### src/rtl/speechrec_pkg.sv
// Types and constants shared by the audio feature extractor and the template matcher.
package speechrec_pkg;

    typedef enum logic [1:0] {
        IDLE,
        WAIT_VOICE,
        CAPTURE,
        DONE
    } feat_state_t;

    localparam logic [7:0] MIDSCALE       = 8'd128;
    localparam int         FRAME_LEN_DEF  = 64;
    localparam int         NUM_FRAMES_DEF = 16;

endpackage

### src/rtl/frame_accum.sv
// Per-frame mean absolute deviation from midscale.
// Emits a registered energy pulse one cycle after a frame's last sample is accepted.
module frame_accum
    import speechrec_pkg::*;
#(
    parameter int FRAME_LEN = FRAME_LEN_DEF
) (
    input  logic       clk,
    input  logic       reset,
    input  logic       i_en,
    input  logic       i_clr,
    input  logic [7:0] i_sample,
    output logic       o_last,
    output logic [7:0] o_energy_next,
    output logic       frame_valid,
    output logic [7:0] frame_energy
);

    localparam int LOG2 = $clog2(FRAME_LEN);
    localparam int AW   = 8 + LOG2;

    logic [7:0]      w_dev;
    logic [AW-1:0]   w_sum;
    logic [AW-1:0]   r_acc;
    logic [LOG2-1:0] r_cnt;

    assign w_dev         = i_sample[7] ? (i_sample - MIDSCALE) : (MIDSCALE - i_sample);
    assign w_sum         = r_acc + AW'(w_dev);
    assign o_last        = i_en && (r_cnt == LOG2'(FRAME_LEN - 1));
    // Sum is at most FRAME_LEN*128, so the top 8 bits hold the whole quotient.
    assign o_energy_next = w_sum[LOG2 +: 8];

    always_ff @(posedge clk) begin
        if (reset) begin
            r_acc        <= '0;
            r_cnt        <= '0;
            frame_valid  <= 1'b0;
            frame_energy <= 8'd0;
        end else begin
            frame_valid <= o_last;
            if (o_last)
                frame_energy <= o_energy_next;
            if (i_clr) begin
                r_acc <= '0;
                r_cnt <= '0;
            end else if (i_en) begin
                r_cnt <= r_cnt + 1'b1;
                r_acc <= o_last ? '0 : w_sum;
            end
        end
    end

endmodule

### src/rtl/audio_features.sv
// Voice-triggered capture of NUM_FRAMES consecutive frame energies into a small
// register-array feature memory read combinationally by the template matcher.
module audio_features
    import speechrec_pkg::*;
#(
    parameter int FRAME_LEN  = FRAME_LEN_DEF,
    parameter int NUM_FRAMES = NUM_FRAMES_DEF
) (
    input  logic                          clk,
    input  logic                          reset,
    input  logic                          start,
    input  logic                          sample_valid,
    input  logic [7:0]                    sample,
    output logic                          sample_ready,
    input  logic [7:0]                    thresh,
    output logic                          frame_valid,
    output logic [7:0]                    frame_energy,
    output logic                          done,
    input  logic [$clog2(NUM_FRAMES)-1:0] rd_addr,
    output logic [7:0]                    rd_data
);

    localparam int AW = $clog2(NUM_FRAMES);

    feat_state_t   r_state;
    logic [AW-1:0] r_addr;
    logic [7:0]    r_mem [NUM_FRAMES];

    logic          w_accept;
    logic          w_arm;
    logic          w_last;
    logic [7:0]    w_energy;
    logic          w_voice;
    logic          w_wr;
    logic [AW-1:0] w_wr_addr;

    assign sample_ready = (r_state == WAIT_VOICE) || (r_state == CAPTURE);
    assign w_accept     = sample_valid && sample_ready;
    assign w_arm        = start && ((r_state == IDLE) || (r_state == DONE));
    assign w_voice      = w_energy >= thresh;
    assign w_wr         = w_last && (((r_state == WAIT_VOICE) && w_voice) || (r_state == CAPTURE));
    assign w_wr_addr    = (r_state == WAIT_VOICE) ? '0 : r_addr;
    assign done         = (r_state == DONE);
    assign rd_data      = r_mem[rd_addr];

    frame_accum #(
        .FRAME_LEN(FRAME_LEN)
    ) u_accum (
        .clk          (clk),
        .reset        (reset),
        .i_en         (w_accept),
        .i_clr        (w_arm),
        .i_sample     (sample),
        .o_last       (w_last),
        .o_energy_next(w_energy),
        .frame_valid  (frame_valid),
        .frame_energy (frame_energy)
    );

    always_ff @(posedge clk) begin
        if (reset) begin
            r_state <= IDLE;
            r_addr  <= '0;
        end else begin
            case (r_state)
                IDLE, DONE: begin
                    if (start) begin
                        r_state <= WAIT_VOICE;
                        r_addr  <= '0;
                    end
                end
                WAIT_VOICE: begin
                    if (w_last && w_voice) begin
                        r_state <= CAPTURE;
                        r_addr  <= AW'(1);
                    end
                end
                CAPTURE: begin
                    if (w_last) begin
                        r_addr <= r_addr + 1'b1;
                        if (r_addr == AW'(NUM_FRAMES - 1))
                            r_state <= DONE;
                    end
                end
                default: r_state <= IDLE;
            endcase
        end
    end

    // No reset on the array: contents persist and are only meaningful while done is high.
    always_ff @(posedge clk) begin
        if (!reset && w_wr)
            r_mem[w_wr_addr] <= w_energy;
    end

endmodule

### config.mk
export PLATFORM = sky130hd
export DESIGN_NAME = audio_features
export DESIGN_NICKNAME = d
export VERILOG_FILES = /design/src/rtl/speechrec_pkg.sv /design/src/rtl/frame_accum.sv /design/src/rtl/audio_features.sv
export SDC_FILE = /design/constraint.sdc
export NUM_CORES = 1
export LEC_CHECK = 0
export ABC_AREA = 0
export BUFFER_PORTS_ARGS = -buffer_cell sky130_fd_sc_hd__buf_4
export CAP_MARGIN = 5
export CORE_MARGIN = 5
export CORE_UTILIZATION = 61
export CTS_CLUSTER_SIZE = 30
export DETAILED_ROUTE_END_ITERATION = 8
export PLACE_DENSITY = 0.84
export SLEW_MARGIN = 40
export SYNTH_ARGS = -nofsm -noshare
export SYNTH_HDL_FRONTEND = slang
export SYNTH_HIERARCHICAL = 1
export SYNTH_SLANG_ARGS = --single-unit
### constraint.sdc
create_clock -name clk -period 5.75 [get_ports clk]
set_input_delay 0 -clock clk [delete_from_list [all_inputs] [get_ports clk]]
set_output_delay 0 -clock clk [all_outputs]
set_load 0.1 [all_outputs]
==> metrics.md, run 1 <==
| Metric | Value |
|---|---|
| Routed wirelength normalized by instance count | 22.5 µm |
| Pin slew with the least headroom to its limit | a little over 0.7 ns |
| Synthesized area per cell | 14.3 µm² |
| Number of violations of the max-capacitance limit | 0 |
| Deepest level of the CTS H-tree | 4 |
| Sum of routed wire length over all layers | 16400 µm |
| DP HPWL | 10600 µm |
| Number of buffer cells added on primary ports | 42 |
| Cell taking the most area after synthesis | edfxtp_1 |
| Share of the synthesized area in the top cell type | 51.3% |
| Internal reg-to-reg setup slack | 1.18 ns |
| Share of synthesized area occupied by flip-flops and latches | 60.6% |
| Setup WS pre-CTS | 1.08 ns |
| Seq. cell area | 0.00454 mm² |
| Critical Path Fanout Max | 17 |
| Antenna Nets Post-Route | 0 |
| Worst voltage drop across the vdd grid | around 0.34 mV |
| Number of clock buffers inserted by TritonCTS | 17 |
| Remaining design rule violation count | 0 |
| Final Cycle Share | around four fifths |
| Timing-limited maximum frequency | 219 MHz |
| Largest net degree at the start of global routing | 33 |
| Most common cell after layout, fill and taps aside | edfxtp_1 |
| Unrepaired setup endpoints after global routing | false |
| Final net count | 618 |
| Die area | 0.0146 mm² |
| Area used by multi-input combinational logic | ~0.0028 mm² |
| Combined area of all synthesized cells | 0.00750 mm² |
| Leading cell types in the layout, fill and taps excluded | 128 x edfxtp_1, 50 x buf_4, 40 x mux4_2 |
| Timing startpoint of the critical path | u_accum/r_acc[0] |
| Resize count post-CTS | 0 |
| Number of flops mapped to enable cells by yosys | between 100 and 150 |
| Routed via count | 4695 |
| Aggregate global routing overflow | 0 |
| Gate count of the mapped netlist | about 520 |
| Row count | 40 |
| Sum of negative setup slack | 0 ns |
| Final number of max-transition violations | 0 |
| Horizontal die dimension | 121 µm |
| Via count of the first global-routing pass | 4707 |
| Worst min-delay path class | in2reg |
| Startpoint type of the worst setup path | register |
| Critical register-to-register path startpoint | u_accum/r_acc[0] |
| Critical path endpoint | r_mem[0][0] |
| Data arrival time at the worst-slack endpoint | 4.69 ns |
| Min Tclk post-route | between 4 and 5 ns |
| Number of warning messages in the yosys log | 6 |
| Reg2reg end | r_mem[0][0] |
| Number of vias per cell after detailed routing | 6.45 |
| Power per unit of standard cell area | 330 mW/mm² |
| Critical Path RT | ~6 ns |
| First-pass GRT wire length | 25500 µm |
| Starting DRC count in detailed routing | 457 |
| Dominant synthesized flop cell | edfxtp_1 |
| Clock input transition at the sequential cells of the worst setup and hold paths | 0.06 ns |
| Cells taking the most area after synthesis | edfxtp_1 51%, mux4_2 12%, dfxtp_1 9.3% |
| Count of unique library cells instantiated by Yosys | 63 |
| Antenna fix cells | 0 |
| Kind of critical path | reg2reg |
| Chip height | 121 µm |
| Reported leakage power | ~3.0 nW |
| Worst Slack Setup Final | ~1.2 ns |
| Flip-flop and latch count after synthesis | approximately 160 |
| Deepest clock path buffer count | 2 |
| Max_slew headroom | 52.3% |
| Share of flip-flops with an asynchronous set or reset after synthesis | 0% |
| Cell count of the worst reg-to-reg path | 14 |
| Tot GR Track Use | approximately a quarter |
| Outcome | finished clean |
| Share of cells above drive strength 1 | a little under a quarter |
| CTS tree | yes |
| Insertion delay to the later sink of the worst-skew pair | about 0.42 ns |
| Area delta synth->final | 13.9% |
| Num ports | 43 |
| Count of fill cells added during filler insertion | 774 |
| Clock tree sinks | between 150 and 200 |
| Effective utilization at floorplan | 62.4% |
| Final core area utilization | 71.1% |
| Syn_nets | ~570 |
| TritonRoute pass-1 iters | 6 |
| Final setup fails | 0 |
| Global placer's final weighted congestion | 0.905 |
| Final hold violation count | 0 |
| Root cell of the clock tree | clkbuf_16 |
| Standard cell core area | 0.0120 mm² |
| Worst setup EP type | register |
| Antenna violations before repair | 0 |
| Post-route clock skew | around 0.007 ns |
[worst max-delay path, stage by stage, from the launching register on]
cell and delay [ns]:
dfxtp_1 0.33, ha_1 0.19, inv_1 0.07, fa_1 0.41, and2b_1 0.30, o211ai_4 0.09
a31o_1 0.32, o21ai_0 0.27, nand2_1 0.43, ha_1 0.50, a21oi_1 0.08, o21ai_0 0.43
o21ai_0 0.18, a2111oi_2 0.40, buf_4 0.27
[final cells by class]
type	count	share of cell area [%]
clock buffer	20	5.11
clock inverter	12	1.54
inverter	28	1.23
multi-input combinational	307	32.3
sequential	163	53.2
tap	147	2.15
timing repair buffer	51	4.51
[power by group]
| part | leakage, nW | total [mW] | internal (mW) | switching, mW |
|---|---|---|---|---|
| Clock | 0.269 | 1.10 | 0.640 | 0.458 |
| Sequential | 1.48 | 1.30 | 1.29 | 0.0141 |
| Combinational | 1.27 | 0.419 | 0.152 | 0.266 |
[cells by family (layout without fill, tap and decap cells)]
logic type | count (synthesis) | in the layout | share of synthesized area, %
flip-flops | 163 | 163 | 60.6
AND/OR/NAND/NOR | 146 | 146 | 10.2
AO/OA/AOI/OAI | 72 | 72 | 6.84
buffers and inverters | 53 | 111 | 2.99
multiplexers | 47 | 47 | 13.0
adder cells (fa/ha/maj) | 26 | 26 | 4.44
XOR/XNOR | 16 | 16 | 1.87
[registers in the layout, indices dropped and copies added, names as in the netlist]
signal and count:
r_state 2, u_accum/frame_energy 8, u_accum/r_acc 14, u_accum/r_cnt 6
r_addr 4, r_mem 128, u_accum/frame_valid 1
[synthesized netlist by cell type (2+ instances only)]
library cell and count:
a211oi_1 3, a21o_1 4, a21oi_1 13, a311o_1 3, a31oi_1 9, and2_1 2, buf_1 5, buf_2 5
buf_4 3, clkbuf_1 11, dfxtp_1 35, edfxtp_1 128, ha_1 25, inv_1 28, mux2_1 2, mux2i_1 4
mux4_2 40, nand2_1 18, nand2b_1 14, nand3_1 19, nand3b_1 4, nand4_1 9, nand4b_1 3, nor2_1 45
nor2b_1 3, nor3_1 6, nor4_1 2, o211a_1 2, o211ai_1 5, o21a_1 4, o21ai_0 12, o21bai_1 2
or2_2 2, or3_1 7, or4_1 4, xnor2_1 8, xor2_1 8
[repair_timing]
item | 4_1_cts | 5_1_grt
hold buffers | 1 | 0
setup buffers | 0 | 0
endpoints found under the hold margin | 8 | 0
[metal layers]
metal  part of all wire [%]  wire length, µm  vias up  global-route usage, %
met4                    2.4              398        0                   8.00
met5                      0                0        -                      0
li1                       -                -     2112                      -
met2                     52             8570      227                   40.2
met3                    7.4             1210       36                   5.50
met1                     38             6230     2320                   30.6
[worst min path at each step]
stage                          from  depth (start not counted)  slack, ns                 endpoint
after floorplan               reset                          2       0.19  u_accum/frame_energy[2]
after global placement        reset                          2       0.35  u_accum/frame_energy[1]
after detailed placement      reset                          2       0.35  u_accum/frame_energy[1]
after CTS                 sample[0]                          4       0.03         u_accum/r_acc[0]
after global routing      sample[0]                          4       0.04         u_accum/r_acc[0]
final                     sample[0]                          4       0.03         u_accum/r_acc[0]
[metrics by stage]
stage	cells	total power, mW	hold slack, ns	area [µm²]
after global placement	695	1.73	0.349	7940
after global routing	728	2.93	0.0441	8540
final	728	2.82	0.0317	8540
after detailed placement	695	1.74	0.353	7960
after floorplan	523	1.65	0.187	7500
after CTS	728	2.83	0.0251	8540
Power figures use the tool's default switching activity.
==> run 2: changes to the inputs <==
Settings changed: ABC_AREA 0 to 1, CORE_UTILIZATION 61 to 55, PLACE_DENSITY 0.84 to 0.8.
Clock period 5.75 ns to 4 ns, I/O delays scaled along.
==> metrics.md, run 2 <==
| Metric | Value |
|---|---|
| Final setup fails | 0 (unchanged) |
| Global placer's final weighted congestion | 0.892 (-1.4%) |
| Reported leakage power | 3.71 nW (+23%) |
| Buffers and inverters on the worst path | 4 (+2) |
| Synthesized area per cell | 10.2 µm² (-29%) |
| Data arrival time at the worst-slack endpoint | 3.75 ns (-0.94 ns) |
| Combined area of all synthesized cells | 0.00795 mm² (+6.0%) |
| Die area | 0.0170 mm² (+16%) |
| Registers with the most flip-flops | r_mem x128, u_accum/r_acc x14, u_accum/frame_energy x8 |
| Register with the most flip-flops | r_mem |
| Unrepaired setup endpoints after global routing | false |
| Power per unit of standard cell area | 495 mW/mm² (+50%) |
| Complex-gate fraction of the synthesized area | 11.1% (+4.3 points) |
| Largest net degree at the start of global routing | 97 (+190%) |
| Chip height | 130 µm (+7.7%) |
| Clock input transition at the sequential cells of the worst setup and hold paths | 0.06 ns (about the same) |
| Most common cell in the synthesized netlist | edfxtp_1 |
| Cell count of the worst reg-to-reg path | 19 (+5) |
| Area share of fa/ha/maj cells after synthesis | 4.19% (-0.25 points) |
| Horizontal die dimension | 130 µm (+7.7%) |
| Syn_nets | 830 (+45%) |
| Simple-Gate Fraction of Synth Area | 14.8% (+4.6 points) |
| Via count of the first global-routing pass | 5524 (+17%) |
| Min Tclk post-route | 3.69 ns (-0.878 ns) |
| Slowest cell delay on critical path | 0.50 ns (about the same) |
| Kind of critical path | reg2reg |
| Insertion delay to the later sink of the worst-skew pair | 0.43 ns (about the same) |
| Area delta synth->final | 13.3% |
| Worst voltage drop across the vdd grid | 0.679 mV (+100%) |
| Outcome | finished clean |
| Most frequent cells after synthesis | 128 x edfxtp_1, 123 x nand2_1, 103 x inv_1, 66 x nor2_1, 42 x a21oi_1 |
| Hold path endpoint | r_state[1] |
| Row count | 44 (+10%) |
| Number of flip-flops in the largest register | 128 (unchanged) |
| Final number of max-transition violations | 0 (unchanged) |
| Cells taking the most area after synthesis | edfxtp_1 48%, dfxtp_1 8.8%, nand2_1 5.8% |
| Worst hold margin | 0.171 ns (+0.139 ns) |
| Internal reg-to-reg setup slack | 0.31 ns (-0.87 ns) |
| Number of warning messages in the yosys log | 6 (unchanged) |
| Dominant synthesized flop cell | edfxtp_1 |
| Cell with the most instances on the worst path | nand2_1 |
| Final Cycle Share | 92.2% (+13 points) |
| Root cell of the clock tree | clkbuf_16 |
| Share of cells above drive strength 1 | 15.7% (-7.9 points) |
| Share of synthesized area occupied by flip-flops and latches | 57.2% (-3.4 points) |
| Share of the synthesized area in the top cell type | 48.4% (-2.9 points) |
| Critical register-to-register path startpoint | u_accum/r_acc[0] |
| PnR Total Power | 4.46 mW (+58%) |
| Sum of routed wire length over all layers | 17400 µm (+6.2%) |
| Number of clock buffers inserted by TritonCTS | 17 (unchanged) |
| Worst setup EP type | register |
| Standard cell core area | 0.0144 mm² (+20%) |
| Final hold violation count | 0 (unchanged) |
| Worst hold path cell count | 5 (+1) |
| Fraction of synthesized cell area in xor and xnor cells | 0.661% (-1.2 points) |
| Pin slew with the least headroom to its limit | 0.798 ns (+0.0852 ns) |
| Clock tree sinks | 163 (unchanged) |
| Post-route clock skew | 0.0141 ns (+0.00732 ns) |
| Routed via count | 5656 (+20%) |
| Number of violations of the max-capacitance limit | 0 (unchanged) |
| Effective utilization at floorplan | 55.3% (-7.1 points) |
| Tot GR Track Use | 21.8% (-2.0 points) |
| Num ports | 43 (unchanged) |
| Antenna violations before repair | 0 (unchanged) |
| Share of flip-flops with an asynchronous set or reset after synthesis | 0% (unchanged) |
| Leading cell types in the layout, fill and taps excluded | 128 x edfxtp_1, 123 x nand2_1, 102 x inv_1 |
| Worst-path cell with the longest stage delay | nor2_1 |
| Critical Path, Cell by Cell | ha_1 -> inv_1 -> fa_1 -> inv_1 -> nand2_1 -> o21ai_1 -> nand2_1 -> nand3b_1 -> and2_1 -> inv_1 -> ha_1 -> nand2_1 -> nor2_1 -> nand2_1 -> nand3_1 -> o21ai_1 -> inv_2 -> nand2_1 -> nor2_1 |
| Most common cell after layout, fill and taps aside | edfxtp_1 |
| Number of vias per cell after detailed routing | 5.54 (-14%) |
| Timing-limited maximum frequency | 271 MHz (+24%) |
| Worst min-delay path class | in2reg |
| Antenna Nets Post-Route | 0 (unchanged) |
| Multiplexer share of the synthesized area | 4.03% (-9.0 points) |
| CTS tree | yes |
| First-pass GRT wire length | 27800 µm (+9.1%) |
| Starting DRC count in detailed routing | 619 (+35%) |
| Combinational family with the most area after synthesis | simple AND/OR/NAND/NOR gates |
| Critical Path RT | 4.06 ns (-1.81 ns) |
| Final net count | 874 (+41%) |
| Dominant delay contributor by cell family on the critical path | simple AND/OR/NAND/NOR gates |
| Remaining design rule violation count | 0 (unchanged) |
| DP HPWL | 11700 µm (+10%) |
| Cell taking the most area after synthesis | edfxtp_1 |
| Deepest level of the CTS H-tree | 4 (unchanged) |
| Number of buffer cells added on primary ports | 42 (unchanged) |
| Aggregate global routing overflow | 0 (unchanged) |
| Max_slew headroom | 46.8% (-5.5 points) |
| Sum of negative setup slack | 0 ns (unchanged) |
| Startpoint type of the worst setup path | register |
| TritonRoute pass-1 iters | 5 (-1) |
| Deepest clock path buffer count | 2 (unchanged) |
| Routed wirelength normalized by instance count | 17.1 µm (-24%) |
| Number of flops mapped to enable cells by yosys | 128 (unchanged) |
| Critical Path Fanout Max | 8 (-9) |
| HP Start | start |
| Flip-flop and latch count after synthesis | 163 (unchanged) |
| Gate count of the mapped netlist | 780 (+49%) |
| Count of unique library cells instantiated by Yosys | 43 (-32%) |
| Reg2reg end | r_mem[6][1] |
| Antenna fix cells | 0 (unchanged) |
[run 2: logic make-up (layout without fill, tap and decap cells)]
kind of cell / Yosys count / in the layout
fa+ha+maj: 26 / 26
compound gates: 147 / 147
mux: 32 / 32
simple gates: 266 / 266
buf+inv: 140 / 197
xor+xnor: 6 / 6
flops: 163 / 163
[run 2: per-layer routing]
metal,routed length (µm),vias up,global-route usage (%)
met3,1240,37,4.91
met2,8390,205,36.2
met5,0,-,0
li1,-,2762,-
met1,7350,2652,28.1
met4,445,0,8.07
[run 2: final cells by class]
type	count	area, µm²
repair buffers	53	412
clock inverters	14	163
clock buffers	18	429
flip-flops and latches	163	4540
inverters	112	425
well taps	184	230
fillers	1159	5360
multi-input cells	477	2800
[run 2: worst reg2reg max path, stage by stage, from the launching register on]
cell      delay (ns)
dfxtp_1         0.33
ha_1            0.20
inv_1           0.07
fa_1            0.38
inv_1           0.06
nand2_1         0.08
o21ai_1         0.22
nand2_1         0.11
nand3b_1        0.12
and2_1          0.23
inv_1           0.06
ha_1            0.27
nand2_1         0.04
nor2_1          0.09
nand2_1         0.09
nand3_1         0.09
o21ai_1         0.07
inv_2           0.13
nand2_1         0.17
nor2_1          0.50
[run 2: power by group]
part | total, mW | switching [mW] | internal, mW
registers | 1.91 | 0.0442 | 1.87
clock network | 1.62 | 0.645 | 0.976
logic | 0.923 | 0.674 | 0.249
[run 2: stage by stage]
step                setup WS [ns]  utilization (%)  cell area, µm²  instances
detailed placement         0.0479             58.1            8350        986
global placement            0.169             58.1            8340        986
CTS                         0.219             62.4            8970       1021
finish                      0.312             62.7            9010       1021
global route               0.0109             62.7            9010       1021
floorplan                   0.426                -            7950        780
[run 2: how the worst max path moves through the flow]
stage | start | end | slack, ns | cells past startpoint
final | u_accum/r_acc[0] | r_mem[6][1] | 0.31 | 19
after global routing | u_accum/r_acc[0] | r_mem[6][1] | 0.01 | 19
after CTS | u_accum/r_acc[0] | r_mem[2][1] | 0.22 | 19
after detailed placement | sample[0] | r_mem[2][1] | 0.05 | 26
after global placement | sample[0] | r_mem[3][0] | 0.17 | 23
after floorplan | sample[0] | r_mem[10][0] | 0.43 | 25
[run 2: what timing repair did]
action | CTS | global route
setup endpoints to repair | 0 | 80
buffers inserted | 0 | 0
gates resized for setup | 0 | 15
hold buffers | 3 | 0
hold endpoints to repair | 12 | 0
==> run 3: changes to the inputs <==
Settings changed: CORE_UTILIZATION 55 to 57, CTS_BUF_LIST set to sky130_fd_sc_hd__clkbuf_4 sky130_fd_sc_hd__clkbuf_8, PLACE_DENSITY 0.8 to 0.82.
==> metrics.md, run 3 (synthesis gave the netlist of run 2 again) <==
| Metric | Value |
|---|---|
| Outcome | finished clean |
| Worst setup EP type | register |
| Chip height | 128 µm (-1.6%) |
| Via count of the first global-routing pass | 5414 (-2.0%) |
| Number of flip-flops in the largest register | 128 (unchanged) |
| Antenna violations before repair | 0 (unchanged) |
| Cell with the most instances on the worst path | nand2_1 |
| Number of vias per cell after detailed routing | 5.42 (-2.1%) |
| Area delta synth->final | 13.1% |
| Critical register-to-register path startpoint | u_accum/r_acc[0] |
| Final net count | 893 (+2.2%) |
| Number of violations of the max-capacitance limit | 0 (unchanged) |
| Row count | 43 (-2.3%) |
| Reported leakage power | 3.76 nW (+1.3%) |
| Clock tree sinks | 163 (unchanged) |
| Final number of max-transition violations | 0 (unchanged) |
| Number of instances in the placed design | 1000 (+1.4%) |
| Die area | 0.0164 mm² (-3.2%) |
| Largest net degree at the start of global routing | 49 (-49%) |
| Most common cell after layout, fill and taps aside | edfxtp_1 |
| Sum of routed wire length over all layers | 16800 µm (-3.8%) |
| Post-route clock skew | 0.0143 ns (+0.000130 ns) |
| Power per unit of standard cell area | 455 mW/mm² (-8.0%) |
| Routed via count | 5617 (-0.69%) |
| Timing-limited maximum frequency | 273 MHz (+0.69%) |
| Routed wirelength normalized by instance count | 16.2 µm (-5.2%) |
| Pin slew with the least headroom to its limit | 0.648 ns (-0.150 ns) |
| Antenna fix cells | 0 (unchanged) |
| Share of cells above drive strength 1 | 17.3% (+1.6 points) |
| Horizontal die dimension | 128 µm (-1.6%) |
| Final Instance Count excl. Fillers | 1036 (+1.5%) |
| Slowest cell delay on critical path | 0.54 ns (+0.04 ns) |
| First-pass GRT wire length | 27000 µm (-2.8%) |
| Timing startpoint of the critical path | sample[0] |
| Register with the most flip-flops | r_mem |
| Worst voltage drop across the vdd grid | 0.481 mV (-29%) |
| HP Start | start |
| Global placer's final weighted congestion | 0.864 (-3.1%) |
| Final core area utilization | 65.3% (+2.6 points) |
| Final setup fails | 0 (unchanged) |
| Number of buffer cells added on primary ports | 42 (unchanged) |
| Root cell of the clock tree | clkbuf_8 |
| Startpoint type of the worst setup path | input pin |
| Unrepaired setup endpoints after global routing | true |
| Min Tclk post-route | 3.66 ns (-0.0251 ns) |
| Standard cell core area | 0.0138 mm² (-4.1%) |
| Kind of critical path | in2reg |
| Aggregate global routing overflow | 0 (unchanged) |
| Max_slew headroom | 56.8% (+10 points) |
| Starting DRC count in detailed routing | 511 (-17%) |
| Num ports | 43 (unchanged) |
| Critical Path RT | 4.17 ns (+0.11 ns) |
| Effective utilization at floorplan | 57.7% (+2.4 points) |
| TritonRoute pass-1 iters | 6 (+1) |
| Clock input transition at the sequential cells of the worst setup and hold paths | 0.09 ns (+0.03 ns) |
| Tot GR Track Use | 21.5% (-0.30 points) |
| Registers with the most flip-flops | r_mem x128, u_accum/r_acc x14, u_accum/frame_energy x8 |
| Worst-path cell with the longest stage delay | dlygate4sd3_1 |
| Remaining design rule violation count | 0 (unchanged) |
| DP HPWL | 11400 µm (-2.8%) |
| Number of clock buffers inserted by TritonCTS | 17 (unchanged) |
| Insertion delay to the later sink of the worst-skew pair | 0.46 ns (+0.03 ns) |
| CTS tree | yes |
| Final Cycle Share | 91.6% (-0.63 points) |
| Final hold violation count | 0 (unchanged) |
| Data arrival time at the worst-slack endpoint | 3.83 ns (+0.08 ns) |
| Antenna Nets Post-Route | 0 (unchanged) |
| Leading cell types in the layout, fill and taps excluded | 128 x edfxtp_1, 120 x nand2_1, 102 x inv_1 |
| Worst min-delay path class | in2reg |
| Deepest clock path buffer count | 2 (unchanged) |
| Deepest level of the CTS H-tree | 4 (unchanged) |
| Critical Path Fanout Max | 9 (+1) |
## run 3: cell count changes in the layout (fill, tap and decap cells not counted), moves of 2 or more
cell / change
clkinvlp_4: -2
nand2_2: +2
clkbuf_16: -17
nor2_1: +11
buf_4: +19
clkinv_2: +3
clkbuf_8: +16
nand2_1: -3
nor2_2: -11
clkinv_1: -2
## run 3: power by group
group	switching, mW	internal, mW	leakage, nW
Sequential	0.0388	1.87	1.49
Combinational	0.666	0.256	2.05
Clock	0.583	0.684	0.214
## run 3: routing by layer
metal	global-route usage, %	part of all wire (%)	wire length (µm)	vias up
met5	0	0	0	-
met4	7.80	2.1	355	0
met3	4.04	6.0	1010	29
met2	37.0	50	8380	194
met1	27.1	42	7010	2598
li1	-	-	-	2796
## run 3: through the flow
stage	TNS, ns	instance area [µm²]	power, mW	hold slack, ns	setup WS (ns)
floorplan	0	7950	2.63	0.0691	0.426
global placement	0	8460	2.82	0.289	0.457
detailed placement	0	8480	2.84	0.288	0.386
CTS	0	8940	4.09	0.0924	0.325
global route	-0.204	8990	4.28	0.140	-0.0203
finish	0	8990	4.09	0.133	0.338
## run 3: what timing repair did
item / in CTS / in global routing
hold endpoints to repair: 17 / 0
gates resized for setup: 0 / 12
endpoints found under the setup margin: 0 / 128
hold buffers: 3 / 0
setup buffers: 0 / 1
## run 3: critical path: cells and delay by family
kind | cells | cell delay (ns)
buffers and inverters | 7 | 1.15
adders and majority gates | 3 | 0.73
and+or+nand+nor | 14 | 1.40
xor gates and xnor gates | 1 | 0.15
AOI/OAI and AO/OA | 2 | 0.38
## run 3: cell type report
| class | count | area [µm²] |
|---|---|---|
| Tap cell | 180 | 225 |
| Inverter | 112 | 425 |
| Clock inverter | 14 | 185 |
| Sequential cell | 163 | 4540 |
| Multi-Input combinational cell | 477 | 2810 |
| Timing Repair Buffer | 72 | 561 |
| Clock buffer | 18 | 241 |
| Fill cell | 1074 | 4780 |
## run 3: path summary, 6_finish.rpt
check / to / slack, ns / cells past startpoint
worst max-delay path: r_mem[1][2] / 0.34 / 27
worst min-delay path: r_state[0] / 0.13 / 5
worst max register to register: r_mem[1][2] / 0.64 / 20
worst min register to register: u_accum/r_acc[2] / 0.49 / 2
